[src/rtl/uart_receiver_pkg.sv]
// Shared definitions for the UART receive path: LCR bit positions, FIFO entry
// geometry, receiver state encodings and the frame-length helper.
package uart_receiver_pkg;

   localparam int unsigned UART_LC_BITS        = 0;  // [1:0] word length - 5
   localparam int unsigned UART_LC_SB          = 2;
   localparam int unsigned UART_LC_PE          = 3;
   localparam int unsigned UART_LC_EP          = 4;
   localparam int unsigned UART_LC_SP          = 5;
   localparam int unsigned UART_FIFO_COUNTER_W = 5;
   localparam int unsigned UART_FIFO_REC_WIDTH = 11;

   typedef enum logic [2:0] {
      r_idle       = 3'd0,
      r_rec_start  = 3'd1,
      r_rec_bit    = 3'd2,
      r_rec_parity = 3'd3,
      r_rec_stop   = 3'd4,
      r_push       = 3'd5
   } rstate_t;

   // Start + data + optional parity + one stop bit, range 7..11.
   function automatic logic [3:0] frame_bits(input logic [7:0] lc);
      return 4'd7 + {2'b00, lc[UART_LC_BITS +: 2]} + {3'b000, lc[UART_LC_PE]};
   endfunction

endpackage

[src/rtl/uart_receiver_rx_fifo.sv]
// Receive FIFO: stores {data, break, parity error, framing error} entries,
// tracks per-entry error flags and a sticky overrun.
module uart_rx_fifo
   import uart_receiver_pkg::*;
#(
   parameter int unsigned DEPTH = 16,
   parameter int unsigned CNT_W = UART_FIFO_COUNTER_W,
   parameter int unsigned WIDTH = UART_FIFO_REC_WIDTH
) (
   input  logic             clk,
   input  logic             rst_n,
   input  logic             push,
   input  logic             pop,
   input  logic             fifo_reset,
   input  logic             reset_status,
   input  logic [WIDTH-1:0] data_in,
   output logic [WIDTH-1:0] data_out,
   output logic [CNT_W-1:0] count,
   output logic             error_bit,
   output logic             overrun
);

   localparam int unsigned PTR_W = $clog2(DEPTH);

   logic [WIDTH-1:0] mem [DEPTH];
   logic [PTR_W-1:0] wr_ptr, rd_ptr;
   logic [DEPTH-1:0] err, err_next;
   logic             full, empty, do_push, do_pop;

   assign full      = (count == CNT_W'(DEPTH));
   assign empty     = (count == '0);
   assign do_pop    = pop && !empty;
   assign do_push   = push && (!full || do_pop);
   assign error_bit = |err;

   always_ff @(posedge clk) begin
      if (do_push)
         mem[wr_ptr] <= data_in;
   end

   // Pop clears before push sets so a full-FIFO push+pop on the same slot keeps the new flag.
   always_comb begin
      err_next = err;
      if (reset_status)
         err_next = '0;
      if (do_pop)
         err_next[rd_ptr] = 1'b0;
      if (do_push)
         err_next[wr_ptr] = |data_in[2:0];
   end

   always_ff @(posedge clk or negedge rst_n) begin
      if (!rst_n) begin
         wr_ptr   <= '0;
         rd_ptr   <= '0;
         count    <= '0;
         err      <= '0;
         overrun  <= 1'b0;
         data_out <= '0;
      end else begin
         if (fifo_reset) begin
            wr_ptr <= '0;
            rd_ptr <= '0;
            count  <= '0;
            err    <= '0;
         end else begin
            if (do_push)
               wr_ptr <= wr_ptr + PTR_W'(1);
            if (do_pop)
               rd_ptr <= rd_ptr + PTR_W'(1);
            if (do_push && !do_pop)
               count <= count + CNT_W'(1);
            else if (!do_push && do_pop)
               count <= count - CNT_W'(1);
            err <= err_next;
         end
         if (push && full && !do_pop)
            overrun <= 1'b1;
         else if (reset_status)
            overrun <= 1'b0;
         data_out <= empty ? '0 : mem[rd_ptr];
      end
   end

endmodule

[src/rtl/uart_receiver.sv]
// 16550-style receive path: 16x oversampled frame decoder, break and
// character-timeout detection, feeding the receive FIFO.
module uart_receiver
   import uart_receiver_pkg::*;
#(
   parameter int unsigned RF_DEPTH = 16,
   parameter int unsigned RF_CNT_W = UART_FIFO_COUNTER_W
) (
   input  logic                clk,
   input  logic                wb_rst_n,
   input  logic                enable,
   input  logic [7:0]          lcr,
   input  logic                srx_pad_i,
   input  logic                rf_pop,
   input  logic                rx_reset,
   input  logic                lsr_mask,
   output logic [10:0]         rf_data_out,
   output logic [RF_CNT_W-1:0] rf_count,
   output logic                rf_error_bit,
   output logic                rf_overrun,
   output logic [2:0]          rstate,
   output logic                break_o,
   output logic                timeout_o
);

   rstate_t     state;
   logic        srx_meta, srx;
   logic [3:0]  frame_len;
   logic [7:0]  brc_load;
   logic [9:0]  toc_load;
   logic [3:0]  tick_cnt;
   logic [2:0]  bit_idx, last_bit;
   logic [7:0]  rdata;
   logic        par_acc, expected_par;
   logic        pe, fe, brk, stop_wait, brk_lock, push;
   logic [7:0]  brk_cnt;
   logic [9:0]  toc_cnt;
   logic        unused_lcr;

   assign unused_lcr = ^{lcr[7:6], lcr[UART_LC_SB]};
   assign frame_len  = frame_bits(lcr);
   assign brc_load   = {frame_len, 4'b0000} - 8'd1;
   assign toc_load   = {frame_len, 6'b000000} - 10'd1;
   assign last_bit   = 3'd4 + {1'b0, lcr[UART_LC_BITS +: 2]};
   assign rstate     = state;
   assign break_o    = (brk_cnt == '0) && !srx;
   assign timeout_o  = (toc_cnt == '0) && (rf_count != '0);

   always_comb begin
      expected_par = 1'b0;
      if (lcr[UART_LC_SP])
         expected_par = ~lcr[UART_LC_EP];
      else
         expected_par = lcr[UART_LC_EP] ? par_acc : ~par_acc;
   end

   always_ff @(posedge clk or negedge wb_rst_n) begin
      if (!wb_rst_n) begin
         srx_meta <= 1'b1;
         srx      <= 1'b1;
      end else begin
         srx_meta <= srx_pad_i;
         srx      <= srx_meta;
      end
   end

   // An all-zero frame with a low stop bit is held at the stop sample until the
   // line either rises (framing error) or the break counter expires (break entry).
   always_ff @(posedge clk or negedge wb_rst_n) begin
      if (!wb_rst_n) begin
         state     <= r_idle;
         tick_cnt  <= '0;
         bit_idx   <= '0;
         rdata     <= '0;
         par_acc   <= 1'b0;
         pe        <= 1'b0;
         fe        <= 1'b0;
         brk       <= 1'b0;
         stop_wait <= 1'b0;
         brk_lock  <= 1'b0;
         push      <= 1'b0;
      end else begin
         push <= 1'b0;
         if (srx)
            brk_lock <= 1'b0;
         case (state)
            r_idle: begin
               if (enable && !srx && !brk_lock) begin
                  tick_cnt <= 4'd7;
                  state    <= r_rec_start;
               end
            end
            r_rec_start: begin
               if (enable) begin
                  if (tick_cnt != '0)
                     tick_cnt <= tick_cnt - 4'd1;
                  else if (srx)
                     state <= r_idle;
                  else begin
                     tick_cnt  <= 4'd15;
                     bit_idx   <= '0;
                     rdata     <= '0;
                     par_acc   <= 1'b0;
                     pe        <= 1'b0;
                     fe        <= 1'b0;
                     brk       <= 1'b0;
                     stop_wait <= 1'b0;
                     state     <= r_rec_bit;
                  end
               end
            end
            r_rec_bit: begin
               if (enable) begin
                  if (tick_cnt != '0)
                     tick_cnt <= tick_cnt - 4'd1;
                  else begin
                     rdata[bit_idx] <= srx;
                     par_acc        <= par_acc ^ srx;
                     tick_cnt       <= 4'd15;
                     bit_idx        <= bit_idx + 3'd1;
                     if (bit_idx == last_bit)
                        state <= lcr[UART_LC_PE] ? r_rec_parity : r_rec_stop;
                  end
               end
            end
            r_rec_parity: begin
               if (enable) begin
                  if (tick_cnt != '0)
                     tick_cnt <= tick_cnt - 4'd1;
                  else begin
                     pe       <= (srx != expected_par);
                     tick_cnt <= 4'd15;
                     state    <= r_rec_stop;
                  end
               end
            end
            r_rec_stop: begin
               if (enable) begin
                  if (tick_cnt != '0)
                     tick_cnt <= tick_cnt - 4'd1;
                  else if (srx || (rdata != '0)) begin
                     fe    <= ~srx | stop_wait;
                     push  <= 1'b1;
                     state <= r_push;
                  end else if (brk_cnt == '0) begin
                     brk      <= 1'b1;
                     pe       <= 1'b0;
                     fe       <= 1'b0;
                     brk_lock <= 1'b1;
                     push     <= 1'b1;
                     state    <= r_push;
                  end else
                     stop_wait <= 1'b1;
               end
            end
            r_push:  state <= r_idle;
            default: state <= r_idle;
         endcase
      end
   end

   always_ff @(posedge clk or negedge wb_rst_n) begin
      if (!wb_rst_n) begin
         brk_cnt <= '0;
         toc_cnt <= '0;
      end else begin
         if (srx)
            brk_cnt <= brc_load;
         else if (enable && (brk_cnt != '0))
            brk_cnt <= brk_cnt - 8'd1;

         if (push || rf_pop || rx_reset || (rf_count == '0))
            toc_cnt <= toc_load;
         else if (enable && (toc_cnt != '0))
            toc_cnt <= toc_cnt - 10'd1;
      end
   end

   uart_rx_fifo #(
      .DEPTH (RF_DEPTH),
      .CNT_W (RF_CNT_W),
      .WIDTH (UART_FIFO_REC_WIDTH)
   ) u_rx_fifo (
      .clk          (clk),
      .rst_n        (wb_rst_n),
      .push         (push),
      .pop          (rf_pop),
      .fifo_reset   (rx_reset),
      .reset_status (lsr_mask),
      .data_in      ({rdata, brk, pe, fe}),
      .data_out     (rf_data_out),
      .count        (rf_count),
      .error_bit    (rf_error_bit),
      .overrun      (rf_overrun)
   );

endmodule

[config.mk]
export PLATFORM = sky130hd
export DESIGN_NAME = uart_receiver
export DESIGN_NICKNAME = d
export VERILOG_FILES = /design/src/rtl/uart_receiver_pkg.sv /design/src/rtl/uart_receiver_rx_fifo.sv /design/src/rtl/uart_receiver.sv
export SDC_FILE = /design/constraint.sdc
export NUM_CORES = 1
export LEC_CHECK = 0
export CORE_MARGIN = 8
export CORE_UTILIZATION = 45
export CTS_CLUSTER_SIZE = 40
export DETAILED_ROUTE_END_ITERATION = 8
export MAX_ROUTING_LAYER = met4
export PLACE_DENSITY_LB_ADDON = 0.25
export SYNTH_ARGS = -nofsm -noshare
export SYNTH_HDL_FRONTEND = slang
export SYNTH_SLANG_ARGS = --single-unit
[constraint.sdc]
create_clock -name clk -period 2.94 [get_ports clk]
set_input_delay 0.294 -clock clk [delete_from_list [all_inputs] [get_ports clk]]
set_output_delay 0.294 -clock clk [all_outputs]
set_load 0.005 [all_outputs]
==> summary.md <==
| Metric | Value |
|---|---|
| Outcome | finished, final reports clean |
| RePlAce Congestion | 0.831 |
| Share of the synthesized area in the top cell type | 45.8% |
| Synthesized area | approximately 12000 sq um |
| Hold Fails Final Rpt | 0 |
| CTS tree | yes |
| Slew at the pin closest to its max-slew limit | 791 ps |
| Fmax | 364 MHz |
| Final Setup Violations | 0 |
| Top cells by count, synth | edfxtp_1, dfrtp_1, mux2i_1, mux4_2 |
| Number of synthesized flops with an enable pin | around 180 |
| Worst-path cell chain | or4_1 > o21ai_4 > nand2_2 > fa_1 > a21o_1 > a2111oi_0 > o21ai_0 > a41oi_1 |
| Cells after Synth | approximately 760 |
| HP Class | in2reg |
| Worst Path Buf+Inv | 0 |
| Clk Latency, worst-skew pair | 530 ps |
| Area of the core | about 25000 sq um |
| Reg-to-Reg Start | u_rx_fifo.count[1] |
| Antenna-violating nets left | 0 |
| Count leader, synth | edfxtp_1 |
| Nets | 854 |
| Worst setup EP type | flop |
| Largest net degree at the start of global routing | 51 |
| Area Overhead vs Synth | 16.5% |
| Hpwl dp | 16200 microns |
| Die footprint | 31000 sq um |
| Flop-to-flop setup slack | 200 ps |
| Fin cells | 1171 |
| N_diodes | 0 |
| Max-cap violations | 0 |
| Synth unique cells | 70 |
| Power Density | about 800 nW/um^2 |
| Max Clock Skew | 9.64 ps |
| Synthesized flop and latch total | 262 |
| Relative slew slack | between 40% and 50% |
| Post-synth top area cell | edfxtp_1 |
| Total Power | 0.0107 W |
| Critical setup path kind | reg2reg |
| Fraction of layout cells with a size suffix above 1 | 19.1% |
| Via/cell ratio | roughly 5.9 |
| Post-synth ARST share | 32.8% |
| DRC Markers | 0 |
| Hold Path Depth | 1 |
| Initial core utilization | 45.8% |
| Total gr overflow | 0 |
| CTS sink count | 262 |
| Worst IR Drop VDD | 0.000479 V |
| Slowest stage cell, crit path | or4_1 |
| Wirelength, routed | 25100 microns |
| Yosys warnings | 0 |
| Design area | 13400 sq um |
| CP peak stage delay | 590 ps |
| Crit path max-delay family | compound AO/OA/AOI/OAI gates |
| Critical Path Start Type | flop |
| Synthesized Nets | 792 |
| Pleak | 4.72 nW |
| Chip width | 176 microns |
| Setup TNS | 0 ps |
| Post-synthesis average cell area | approximately 15 sq um |
| Placed cells | 1118 |
| Reg2reg end | u_rx_fifo.count[4] |
| Root buffer cell | clkbuf_16 |
| Detailed-router iteration count before antenna repair | 6 |
| CTS buffer count | 28 |
| Hold WS | 164 ps |
| IO Count | 38 |
| Worst Path Max Fanout | 5 |
| Placed Area | roughly 12000 sq um |
| Clk slew on worst S/H paths | roughly 60 ps |
| Register area share after synthesis | 64.5% |
| Post-route minimum period | 2740 ps |
| Hold EP | srx_meta |
| Leading post-synthesis cells by cell area | edfxtp_1, dfrtp_1, mux4_2, mux2i_1, ha_1 |
| DR WL/cell | 21.4 microns |
| Vias | ~7000 |
| Vias in the first global route | approximately 7100 |
| RSZ-0062 raised after global routing | no |
| Critical Path RT | 3390 ps |
| I/O Buffers | 34 |
| Die span in y | between 150 and 200 microns |
| R2R depth | 8 |
| Period utilization | 93.3% |
| Number of H-tree levels | 1 |
| First-pass GRT wire length | 39600 microns |
| DR iter-0 viols | 563 |
| Top_reg_cell synth | edfxtp_1 |
| Antenna violations before repair | 0 |
| Overall Global Routing Usage | between 15 and 20% |
| Buffer depth of the longest clock path | 3 |
| Hold path start | srx_pad_i |
| Worst EP arrival | ~3200 ps |
| Max Slew Vio Count | 0 |
| Rows | 58 |
flip-flops by register name (all words and copies together) (netlist names), 4 cells and up:
register,count
u_rx_fifo.data_out,11
tick_cnt,4
u_rx_fifo.mem,176
brk_cnt,8
u_rx_fifo.count,5
u_rx_fifo.err,16
u_rx_fifo.wr_ptr,4
toc_cnt,10
rdata,8
u_rx_fifo.rd_ptr,4
layout by cell type (no fill, tap or decap), types with 7 or more instances in the layout:
| master | netlist | routed |
|---|---|---|
| a21oi_1 | 14 | 14 |
| a31oi_1 | 8 | 8 |
| and2_1 | 16 | 16 |
| buf_4 | 0 | 36 |
| clkbuf_16 | 0 | 29 |
| clkdlybuf4s50_1 | 0 | 32 |
| clkinv_2 | 0 | 8 |
| dfrtp_1 | 84 | 82 |
| edfxtp_1 | 176 | 176 |
| ha_1 | 18 | 17 |
| inv_1 | 25 | 25 |
| mux2_2 | 7 | 7 |
| mux2i_1 | 44 | 44 |
| mux4_2 | 44 | 44 |
| nand2_1 | 27 | 26 |
| nand2b_1 | 7 | 7 |
| nand3_1 | 11 | 11 |
| nand4_1 | 7 | 7 |
| nor2_1 | 25 | 25 |
| nor3_1 | 9 | 9 |
| nor4_1 | 8 | 7 |
| o211ai_1 | 23 | 23 |
| o21ai_0 | 26 | 26 |
| o22ai_1 | 11 | 11 |
| o31ai_1 | 7 | 7 |
| xnor2_1 | 11 | 11 |
| xor2_1 | 10 | 10 |
metal layers:
| metal | global-route usage [%] | wire length (microns) |
|---|---|---|
| met1 | 21.7 | 11000 |
| met2 | 27.0 | 12500 |
| met3 | 2.35 | 1200 |
| met4 | 3.92 | 399 |
| met5 | - | 0 |
through the flow:
stage	setup slack (ps)	util (%)
floorplan	195	-
global placement	180	49.4
detailed placement	139	49.4
CTS	30.8	53.3
global route	7.32	53.3
finish	196	53.3
report_power, final:
part           total, W  leakage, nW  internal, W  switching, W
registers       0.00474         2.76      0.00427      0.000470
clock network   0.00366        0.473      0.00224       0.00143
logic           0.00231         1.49      0.00119       0.00112
layout make-up:
type                            count  area [sq um]
Tap cell                          330           413
Clock inverter                     20           233
Fill cell                        1999         11800
Inverter                           26          97.6
Timing Repair Buffer               73           669
Sequential cell                   262          7440
Clock buffer                       32           737
Multi-Input combinational cell    428          3840
what timing repair did:
action,4_1_cts,5_1_grt
gates resized for setup,4,2
hold buffers,1,0
endpoints found under the hold margin,36,0
endpoints found under the setup margin,1,2
setup buffers,0,0
worst max-delay path by stage:
stage	startpoint	endpoint	slack, ps	cells past startpoint
2_1_floorplan	u_rx_fifo.count[1]	u_rx_fifo.count[4]	190	9
3_3_place_gp	u_rx_fifo.count[1]	u_rx_fifo.count[4]	180	8
3_5_place_dp	u_rx_fifo.count[1]	u_rx_fifo.count[4]	140	8
4_1_cts	brk_cnt[0]	break_o	30	6
5_1_grt	u_rx_fifo.count[1]	u_rx_fifo.count[4]	7	8
6_report	u_rx_fifo.count[1]	u_rx_fifo.count[4]	200	8
logic make-up (layout without fill, tap and decap cells):
| kind of cell | Yosys count | after routing | synth area share, % |
|---|---|---|---|
| AOI/OAI and AO/OA | 139 | 139 | 8.60 |
| xor gates and xnor gates | 21 | 21 | 1.60 |
| and+or+nand+nor | 152 | 152 | 7.42 |
| adders and majority gates | 21 | 21 | 2.39 |
| buffers and inverters | 67 | 151 | 2.37 |
| DFF | 262 | 262 | 64.5 |
| muxes | 95 | 95 | 13.1 |
worst reg2reg max path, delay by kind of cell (launching register included):
| kind | cells | cell delay, ps |
|---|---|---|
| and+or+nand+nor | 2 | 730 |
| AOI/OAI and AO/OA | 5 | 1110 |
| adders and majority gates | 1 | 440 |
| DFF | 1 | 370 |
No activity file was read; power rests on OpenSTA's default activity.
